File: src/rtl/seg7_pkg.sv
// Shared types and constants for the multiplexed seven-segment scanner.
package seg7_pkg;

  typedef enum logic {
    BLANK = 1'b0,
    DRIVE = 1'b1
  } state_e;

  localparam logic [6:0] SEG_OFF = 7'h7F;

  // Active-low {g,f,e,d,c,b,a} glyphs for hex digits 0..F.
  localparam logic [6:0] FONT [16] = '{
    7'h40, 7'h79, 7'h24, 7'h30, 7'h19, 7'h12, 7'h02, 7'h78,
    7'h00, 7'h10, 7'h08, 7'h03, 7'h46, 7'h21, 7'h06, 7'h0E
  };

endpackage

File: src/rtl/seg7_scan_mux_if.sv
// Display-side bundle: level inputs captured once per frame, registered board outputs.
interface seg7_scan_mux_if #(
  parameter int NUM_DIGITS = 4
);
  import seg7_pkg::*;

  // No handshake: value/dp_in/blank/lz_en are levels sampled on the frame_start
  // edge; an/seg/dp/frame_start/dbg_state are registered and valid every cycle.
  logic [4*NUM_DIGITS-1:0] value;
  logic [NUM_DIGITS-1:0]   dp_in;
  logic [NUM_DIGITS-1:0]   blank;
  logic                    lz_en;
  logic [NUM_DIGITS-1:0]   an;
  logic [6:0]              seg;
  logic                    dp;
  logic                    frame_start;
  state_e                  dbg_state;

  modport master (
    output value, dp_in, blank, lz_en,
    input  an, seg, dp, frame_start, dbg_state
  );

  modport slave (
    input  value, dp_in, blank, lz_en,
    output an, seg, dp, frame_start, dbg_state
  );

endinterface

File: src/rtl/seg7_decode.sv
// Hex nibble to active-low seven-segment pattern.
module seg7_decode
  import seg7_pkg::*;
(
  input  logic [3:0] nibble_i,
  output logic [6:0] seg_o
);

  assign seg_o = FONT[nibble_i];

endmodule

File: src/rtl/seg7_scan_mux.sv
// Scans NUM_DIGITS digits, one per rising edge of slowClk, with blanking between
// digits, a per-frame input snapshot and leading-zero suppression.
module seg7_scan_mux
  import seg7_pkg::*;
#(
  parameter int NUM_DIGITS   = 4,
  parameter int BLANK_CYCLES = 16
) (
  input  logic            clk100Mhz,
  input  logic            reset,
  input  logic            slowClk,
  seg7_scan_mux_if.slave  bus
);

  localparam int IDX_W = (NUM_DIGITS > 1) ? $clog2(NUM_DIGITS) : 1;
  localparam int CNT_W = (BLANK_CYCLES > 1) ? $clog2(BLANK_CYCLES) : 1;
  localparam logic [IDX_W-1:0] LAST_IDX = IDX_W'(NUM_DIGITS - 1);
  localparam logic [CNT_W-1:0] CNT_LAST = CNT_W'(BLANK_CYCLES - 1);

  logic                    s1_q, s2_q, s3_q;
  logic                    tick;
  state_e                  state_q, state_d;
  logic [CNT_W-1:0]        cnt_q, cnt_d;
  logic [IDX_W-1:0]        idx_q, idx_d, idx_next;
  logic [4*NUM_DIGITS-1:0] value_q;
  logic [NUM_DIGITS-1:0]   dp_in_q, blank_q;
  logic                    lz_q;
  logic                    snap_en;
  logic [NUM_DIGITS-1:0]   an_q, an_d;
  logic [6:0]              seg_q, seg_d;
  logic                    dp_q, dp_d;
  logic                    fs_q, fs_d;
  logic [3:0]              nibs [NUM_DIGITS];
  logic [NUM_DIGITS-1:0]   dark;
  logic [NUM_DIGITS-1:0]   sel;
  logic                    zero_above;
  logic [6:0]              font_seg;

  assign tick     = s2_q & ~s3_q;
  assign idx_next = (idx_q == LAST_IDX) ? '0 : idx_q + 1'b1;

  always_comb begin
    for (int i = 0; i < NUM_DIGITS; i++) nibs[i] = value_q[4*i +: 4];
  end

  // A digit is suppressed when it and every more significant nibble are zero.
  always_comb begin
    zero_above = 1'b1;
    dark       = '0;
    for (int i = NUM_DIGITS - 1; i >= 0; i--) begin
      zero_above = zero_above & (nibs[i] == 4'd0);
      dark[i]    = blank_q[i] | (lz_q & zero_above & (i > 0));
    end
  end

  seg7_decode u_decode (
    .nibble_i (nibs[idx_q]),
    .seg_o    (font_seg)
  );

  always_ff @(posedge clk100Mhz) begin
    if (reset) state_q <= BLANK;
    else       state_q <= state_d;
  end

  always_comb begin
    state_d = state_q;
    if (tick) begin
      state_d = BLANK;
    end else begin
      case (state_q)
        BLANK:   if (cnt_q == CNT_LAST) state_d = DRIVE;
        DRIVE:   state_d = DRIVE;
        default: state_d = BLANK;
      endcase
    end
  end

  always_comb begin
    an_d    = an_q;
    seg_d   = seg_q;
    dp_d    = dp_q;
    cnt_d   = cnt_q;
    idx_d   = idx_q;
    fs_d    = 1'b0;
    snap_en = 1'b0;
    sel     = '0;
    sel[idx_q] = 1'b1;
    if (tick) begin
      idx_d = idx_next;
      cnt_d = '0;
      an_d  = '1;
      seg_d = SEG_OFF;
      dp_d  = 1'b1;
      if (idx_next == '0) begin
        snap_en = 1'b1;
        fs_d    = 1'b1;
      end
    end else if (state_q == BLANK) begin
      if (cnt_q == CNT_LAST) begin
        if (dark[idx_q]) begin
          an_d  = '1;
          seg_d = SEG_OFF;
          dp_d  = 1'b1;
        end else begin
          an_d  = ~sel;
          seg_d = font_seg;
          dp_d  = ~dp_in_q[idx_q];
        end
      end else begin
        cnt_d = cnt_q + 1'b1;
      end
    end
  end

  always_ff @(posedge clk100Mhz) begin
    if (reset) begin
      s1_q    <= 1'b0;
      s2_q    <= 1'b0;
      s3_q    <= 1'b0;
      cnt_q   <= '0;
      idx_q   <= LAST_IDX;
      value_q <= '0;
      dp_in_q <= '0;
      blank_q <= '0;
      lz_q    <= 1'b0;
      an_q    <= '1;
      seg_q   <= SEG_OFF;
      dp_q    <= 1'b1;
      fs_q    <= 1'b0;
    end else begin
      s1_q  <= slowClk;
      s2_q  <= s1_q;
      s3_q  <= s2_q;
      cnt_q <= cnt_d;
      idx_q <= idx_d;
      an_q  <= an_d;
      seg_q <= seg_d;
      dp_q  <= dp_d;
      fs_q  <= fs_d;
      if (snap_en) begin
        value_q <= bus.value;
        dp_in_q <= bus.dp_in;
        blank_q <= bus.blank;
        lz_q    <= bus.lz_en;
      end
    end
  end

  assign bus.an          = an_q;
  assign bus.seg         = seg_q;
  assign bus.dp          = dp_q;
  assign bus.frame_start = fs_q;
  assign bus.dbg_state   = state_q;

endmodule

File: src/flat_wrapper.sv
// flat-port wrapper written by rule: the top's interface ports become plain ports
module seg7_scan_mux_flat import seg7_pkg::*;
#(
  parameter int NUM_DIGITS   = 4,
  parameter int BLANK_CYCLES = 16
)
  (clk100Mhz, reset, slowClk, bus_value, bus_dp_in, bus_blank, bus_lz_en, bus_an, bus_seg, bus_dp, bus_frame_start, bus_dbg_state);
  seg7_scan_mux_if #(.NUM_DIGITS(NUM_DIGITS)) bus_i ();
  input  logic clk100Mhz;
  input  logic reset;
  input  logic slowClk;
  input wire logic [$bits(bus_i.value)-1:0] bus_value;
  input wire logic [$bits(bus_i.dp_in)-1:0] bus_dp_in;
  input wire logic [$bits(bus_i.blank)-1:0] bus_blank;
  input wire logic [$bits(bus_i.lz_en)-1:0] bus_lz_en;
  output wire logic [$bits(bus_i.an)-1:0] bus_an;
  output wire logic [$bits(bus_i.seg)-1:0] bus_seg;
  output wire logic [$bits(bus_i.dp)-1:0] bus_dp;
  output wire logic [$bits(bus_i.frame_start)-1:0] bus_frame_start;
  output wire logic [$bits(bus_i.dbg_state)-1:0] bus_dbg_state;
  assign bus_i.value = bus_value;
  assign bus_i.dp_in = bus_dp_in;
  assign bus_i.blank = bus_blank;
  assign bus_i.lz_en = bus_lz_en;
  assign bus_an = bus_i.an;
  assign bus_seg = bus_i.seg;
  assign bus_dp = bus_i.dp;
  assign bus_frame_start = bus_i.frame_start;
  assign bus_dbg_state = bus_i.dbg_state;
  seg7_scan_mux #(.NUM_DIGITS(NUM_DIGITS), .BLANK_CYCLES(BLANK_CYCLES)) u_core (.clk100Mhz(clk100Mhz), .reset(reset), .slowClk(slowClk), .bus(bus_i));
endmodule
File: config.mk
export PLATFORM = sky130hd
export DESIGN_NAME = seg7_scan_mux_flat
export DESIGN_NICKNAME = d
export VERILOG_FILES = /design/src/rtl/seg7_pkg.sv /design/src/rtl/seg7_scan_mux_if.sv /design/src/rtl/seg7_decode.sv /design/src/rtl/seg7_scan_mux.sv /design/src/flat_wrapper.sv
export SDC_FILE = /design/constraint.sdc
export NUM_CORES = 1
export LEC_CHECK = 0
export ABC_AREA = 1
export BUFFER_PORTS_ARGS = -buffer_cell sky130_fd_sc_hd__buf_2
export CAP_MARGIN = 20
export CORE_MARGIN = 2
export CORE_UTILIZATION = 45
export CTS_CLUSTER_SIZE = 8
export DETAILED_ROUTE_END_ITERATION = 16
export PLACE_DENSITY = 0.66
export SKIP_LAST_GASP = 1
export SYNTH_ARGS = -nofsm -noshare
export SYNTH_HDL_FRONTEND = slang
export SYNTH_SLANG_ARGS = --single-unit
File: constraint.sdc
create_clock -name clk100Mhz -period 2.5 [get_ports clk100Mhz]
set_input_delay 0.25 -clock clk100Mhz [delete_from_list [all_inputs] [get_ports clk100Mhz]]
set_output_delay 0.25 -clock clk100Mhz [all_outputs]
set_load 0.05 [all_outputs]
Yosys cells after proc, flatten, opt, wreduce, memory -nomap -nowiden
Memories as Yosys holds them, arrays and structs flattened.
Index checks and enable logic that the tools add are counted.

operators by class
  equality and inequality tests = 2
  add/sub/neg operators = 2
  reduce and logical (&&, ||, !) cells = 8
  mux-type cells = 19
  bitwise operators = 16
  magnitude comparators = 4

operators by type and width
  kind                                                               count
  two-way mux 7 bit                                                  3
  zero test 4 bit                                                    3
  two-way mux 4 bit                                                  3
  binary-select mux 4 bit (select 2 bit)                             1
  two-way mux 1 bit                                                  7
  bitwise AND 1 bit                                                  6
  greater-or-equal comparator 5 bit, second input constant           1
  NOT 4 -> 5 bit                                                     1
  adder 4 x 1 -> 4 bit, second input constant                        1
  binary-select mux 1 bit (select 2 bit)                             2
  == test 4 bit, second input constant                               1
  NOT 1 bit                                                          4
  NOT 4 bit                                                          1
  AND reduction 2 bit                                                2
  greater-or-equal comparator 3 bit, second input constant           1
  less-than comparator 2 x 3 -> 1 bit, second input constant         1
  NOT 2 -> 3 bit                                                     1
  bitwise OR 1 bit                                                   3
  adder 2 x 1 -> 2 bit, second input constant                        1
  demux 1 bit (select 2 bit)                                         1
  == test 2 bit, second input constant                               1
  greater-or-equal comparator 2 x 1 -> 1 bit, second input constant  1
  zero test 2 bit                                                    1
  two-way mux 2 bit                                                  1
  other kinds (3)                                                    3

word-level totals
  register bits after elaboration = 48
  input port bits = 28
  output and inout bits = 14
  logic and storage cells = 66
  memories = 1
  memory bits (read-only) = 112

memory list
  name             depth  width  read ports  clocked after Yosys merged registers in  wr ports  line              RTL
  (no name shown)  16     7      1           0                                        0         seg7_decode.sv:9  assign seg_o = FONT[nibble_i];

Depth between registers and ports, before layout
  word-level depth = 9
  mapped depth = 14
  depth with buffers taken out = 13

Hierarchy
A second synthesis with hierarchy kept.

unflattened totals
  cell total of the unflattened synthesis = 338
  area total of the unflattened synthesis = 2,473.6 um^2

by module, submodules not included
  module         cells an instance  area each (um^2)  sequential area each (um^2)  instances
  seg7_scan_mux  287                2,198.4           960.9                        1
  seg7_decode    51                 275.3             0.0                          1

Least setup slack after synthesis
OpenSTA, ideal clock, no wires.

  path kind = register -> register
  from = register u_core.idx_q[0]
  to = register u_core.seg_q[6], in the netlist u_core.bus.seg[6]
  stages on the path, launching flop included = 14
  arrival time = 1.632 ns
  period minus slack after synthesis = 1.757 ns
  path buffers = 1
  data required time = 2.374 ns
  library setup time = 0.126 ns
  path slack = 0.743 ns
  cells stage by stage = dfxtp_1 -> inv_2 -> buf_6 -> nand2_1 -> nand3_1 -> nand2_1 -> inv_1 -> ha_1 -> nand3_1 -> nand2_1 -> nand2_1 -> nand2_1 -> o21bai_1 -> nand2_1

between the ends
  longest elaborated chain between the ends = 9
  elaborated cells on any way between the ends = 11
  those cells by class = mux: 8; bitwise: 2; memory: 1

RTL lines
  item                                                  line                  RTL
  start: declaration                                    seg7_scan_mux.sv:24   logic [IDX_W-1:0] idx_q, idx_d, idx_next;
  start signal: assignment                              seg7_scan_mux.sv:136  idx_q <= idx_d;
  NOT 2 -> 3 bit (not written as such)                  seg7_scan_mux.sv:57   .nibble_i (nibs[idx_q]),
  binary-select mux 4 bit (select 2 bit)                seg7_scan_mux.sv:57
  two-way mux 4 bit (not written as such) (2 in a row)  seg7_scan_mux.sv:57
  NOT 4 -> 5 bit (not written as such)                  seg7_decode.sv:9
  memory read (16 x 7 bit)                              n/a
  two-way mux 7 bit (not written as such) (2 in a row)  seg7_decode.sv:9
  two-way mux 7 bit *                                   seg7_scan_mux.sv:101  if (dark[idx_q]) begin
  end signal: assignment                                seg7_scan_mux.sv:138  seg_q <= seg_d;
  end: declaration                                      seg7_scan_mux.sv:30   logic [6:0] seg_q, seg_d;

Mark *: on every way between the ends. The rest lies on a longest branch, timed or not. The select of a mux whose other input is x is not followed.
A chain may end at the register's enable or synchronous reset.

Worst setup path in the final report
  from = register u_core.idx_q[1]
  to = register u_core.seg_q[2], in the netlist u_core.bus.seg[2]

Same word-level chain as after synthesis.

==> results.txt <==
- Number of synthesis warnings: 0
- Across the run, the number of max-cap violations was 0.
- Placed Cells: 437
- Worst Hold Margin: 0.1524 ns
- The first routing iteration left 133 violations.
- The die covers 5871 um2.
- Data on the critical path arrives at its endpoint at 2.10 ns.
- Clock tree from TritonCTS: built
- The repair_antennas step left the layout with diodes totalling 0.
* Area occupied by multi-input gates: 1232 um2
- During I/O placement, the number of pins put on the boundary was 42.
- Buffers placed on the I/O ports in this run total 41.
* Global-route wire length before repair: 8976 um
* CTS clock-pin slew for the worst setup and hold paths: 0.08 ns
- Once the floorplan was initialized, standard cells occupied 46.47% of the core.
- In this run the register-to-register setup slack is 0.58 ns.
- Cts repair resizes: 0
- CTS buffer count: 5
* Worst Setup Path Type: reg2reg
- Count of final setup violators: 0
* Quantity of hold-fixing buffers added after cts: 0
* Leakage power total: 1.268 nW
- Entering global routing, the biggest net connects 23 pins.
- The final max-slew violation count came to 0.
- Non-filler cells, final: 445
* Final weighted congestion in routability-driven placement: 0.8377
* Post-detailed-route wirelength per cell: 11.49 um
- The later pin in the worst-skew pair is clocked with a latency of 0.29 ns.
* Max_slew headroom: 70.24%
* Die Wd: 76.63 um
* Worst clock skew: 0.002457 ns
- Synthesized net count: 372
- Vias: 2167
* Maximum clock frequency: 0.5211 GHz
* Total global-route track usage: 19.00%
- In this run the most critical hold path is launched from slowClk.
- The first TritonRoute pass finished after 4 iterations.
- For the final routed database, the setup TNS stands at 0 ns.
- Status: complete, no violations
- Number of antenna violations at the first check in global routing: 0
* Highest fanout seen on the critical path: 10
- STA classifies the critical path endpoint as a flop.
- Synthesized instance count: 332
* Avg Cell Area, Syn: 7.149 um2
* CTS max path bufs: 2
- The most critical setup path has its startpoint at u_core.idx_q[1]$_SDFFE_PP1P_.
* Hold Fails Final Rpt: 0
* Clock root buffer: sky130_fd_sc_hd__clkbuf_8
- The core region is 5107 um2.
* Vert. Die Dim: 76.63 um
* Count of filler cells inserted in the layout: 531
- Share of final-layout standard cells stronger than drive strength 1: 18.93%
- Hold WC Path Type: in2reg
- The number of setup buffers added after CTS is 0.
- In the routed layout, each cell is associated on average with a via count of 4.870.
- The clock tree synthesis step divided the H-tree into 2 levels.
- In this run the critical register-to-register path is launched from u_core.idx_q[1]$_SDFFE_PP1P_.
- Total overflow reported by the global router: 0
- Registers take 960.9 um2.
* Cell area after technology mapping: 2374 um2
* Largest vdd supply drop: 0.2716 mV
- Wires add up to 5115 um.
- Number of global-route vias before repair: 1946
* Post-DP HPWL: 3879 um
- The detail route stage leaves a number of antenna-violating nets equal to 0.
* Nature of the critical path startpoint: flop
- Data required time of the worst path: 2.68 ns
* Post-synthesis cell type count: 28
* Final #Nets: 414
- Power spread over the standard cell area amounts to 570.7 nW/um2.
* Num rows: 26
* Worst slew pin tran: 0.4458 ns
* Detailed-route DRC error count: 0
- Clock period minus final worst setup slack: 1.919 ns
* Period utilization: 76.76%
- Counting flops and latches in the post-synthesis netlist gives 48.
- Setup repair after global routing missed its margin: no
- Post-synthesis to final-layout area growth: 16.45%
- The share of the Yosys chip area taken by registers is 40.48%.
- Clock sinks: 48
==> metrics by stage <==
| stage | area, um2 | utilization, % | power, mW | setup WS, ns |
|---|---|---|---|---|
| 2_1_floorplan | 2374 | - | 0.9859 | 0.7427 |
| 4_1_cts | 2764 | 54.12 | 1.594 | 0.5981 |
| 6_report | 2764 | 54.12 | 1.577 | 0.5810 |
| 3_5_place_dp | 2656 | 52.01 | 1.051 | 0.6180 |
| 5_1_grt | 2764 | 54.12 | 1.685 | 0.3603 |
| 3_3_place_gp | 2656 | 52.01 | 1.049 | 0.6596 |
==> state kept, by name, indices dropped and copies added, names as in the netlist <==
signal                  cells
u_core.blank_q              4
u_core.bus.an               4
u_core.bus.dbg_state        1
u_core.bus.dp               1
u_core.bus.frame_start      1
u_core.bus.seg              7
u_core.cnt_q                4
u_core.dp_in_q              4
u_core.idx_q                2
u_core.lz_q                 1
u_core.s1_q                 1
u_core.s2_q                 1
u_core.s3_q                 1
u_core.value_q             16
==> cells in the final DEF (no fill, tap or decap), drive strengths merged <==
master and n:
xnor2 1, bufinv 1, o21bai 5, and3 1, a21oi 33, o211ai 2, nor2 27, o21ai 18
clkinv 2, nor3 1, buf 48, ha 12, or2 1, nand3 49, nand2 91, inv 29
dfxtp 48, clkbuf 6
==> where the power goes <==
group	internal, mW	switching, mW
clock network	0.297	0.247
logic	0.0824	0.144
registers	0.790	0.0176
total	1.17	0.409
==> area by class of cell <==
| cell class | instances | share of cell area [%] |
|---|---|---|
| sequential | 48 | 34.77 |
| inverter | 30 | 4.255 |
| multi-input combinational | 241 | 44.59 |
| clock inverter | 2 | 1.268 |
| tap | 70 | 3.169 |
| clock buffer | 6 | 2.626 |
| timing repair buffer | 48 | 9.325 |
==> synthesized netlist by cell type, drive strengths merged <==
library cell,count,area [um2]
nand2,91,364.1
nand3,49,280.3
dfxtp,48,960.9
a21oi,33,165.2
inv,29,113.9
nor2,27,103.9
o21ai,18,90.09
ha,12,150.1
clkbuf,7,26.28
buf,6,36.29
o21bai,5,37.54
o211ai,2,15.01
and3,1,6.260
clkinv,1,3.750
nor3,1,5.000
or2,1,6.260
xnor2,1,8.760
==> kinds of logic (layout without fill, tap and decap cells) <==
| group | count (synthesis) | in the layout | synth area share (%) |
|---|---|---|---|
| adders and majority gates | 12 | 12 | 6.326 |
| xor gates and xnor gates | 1 | 1 | 0.3691 |
| AOI/OAI and AO/OA | 58 | 58 | 12.97 |
| buffers and inverters | 43 | 86 | 7.591 |
| DFF | 48 | 48 | 40.48 |
| and+or+nand+nor | 170 | 170 | 32.26 |
==> final timing paths <==
| check | endpoint | cells past startpoint |
|---|---|---|
| setup / recovery | u_core.bus.seg[2]$_SDFFE_PP1P_ | 12 |
| hold / removal | u_core.s1_q$_SDFF_PP0_ | 3 |
| setup reg to reg | u_core.bus.seg[2]$_SDFFE_PP1P_ | 12 |
| hold reg to reg | u_core.s2_q$_SDFF_PP0_ | 2 |
==> critical path: stages (launching register included) <==
cell                      delay, ns
sky130_fd_sc_hd__dfxtp_1       0.60
sky130_fd_sc_hd__inv_4         0.12
sky130_fd_sc_hd__nand3_1       0.13
sky130_fd_sc_hd__nand2_2       0.12
sky130_fd_sc_hd__inv_2         0.09
sky130_fd_sc_hd__ha_1          0.23
sky130_fd_sc_hd__inv_1         0.08
sky130_fd_sc_hd__nand3_1       0.08
sky130_fd_sc_hd__nor2_1        0.04
sky130_fd_sc_hd__nor2_1        0.10
sky130_fd_sc_hd__nand3_1       0.07
sky130_fd_sc_hd__nand2_1       0.07
sky130_fd_sc_hd__nand3_1       0.07
==> per-layer routing <==
layer	up-vias	wire length (um)	GRT usage, %
li1	1156	-	-
met3	6	194	3.673
met5	-	0	0
met1	959	2501	26.35
met2	46	2353	29.20
met4	0	66	7.273
Power figures use the tool's default switching activity.
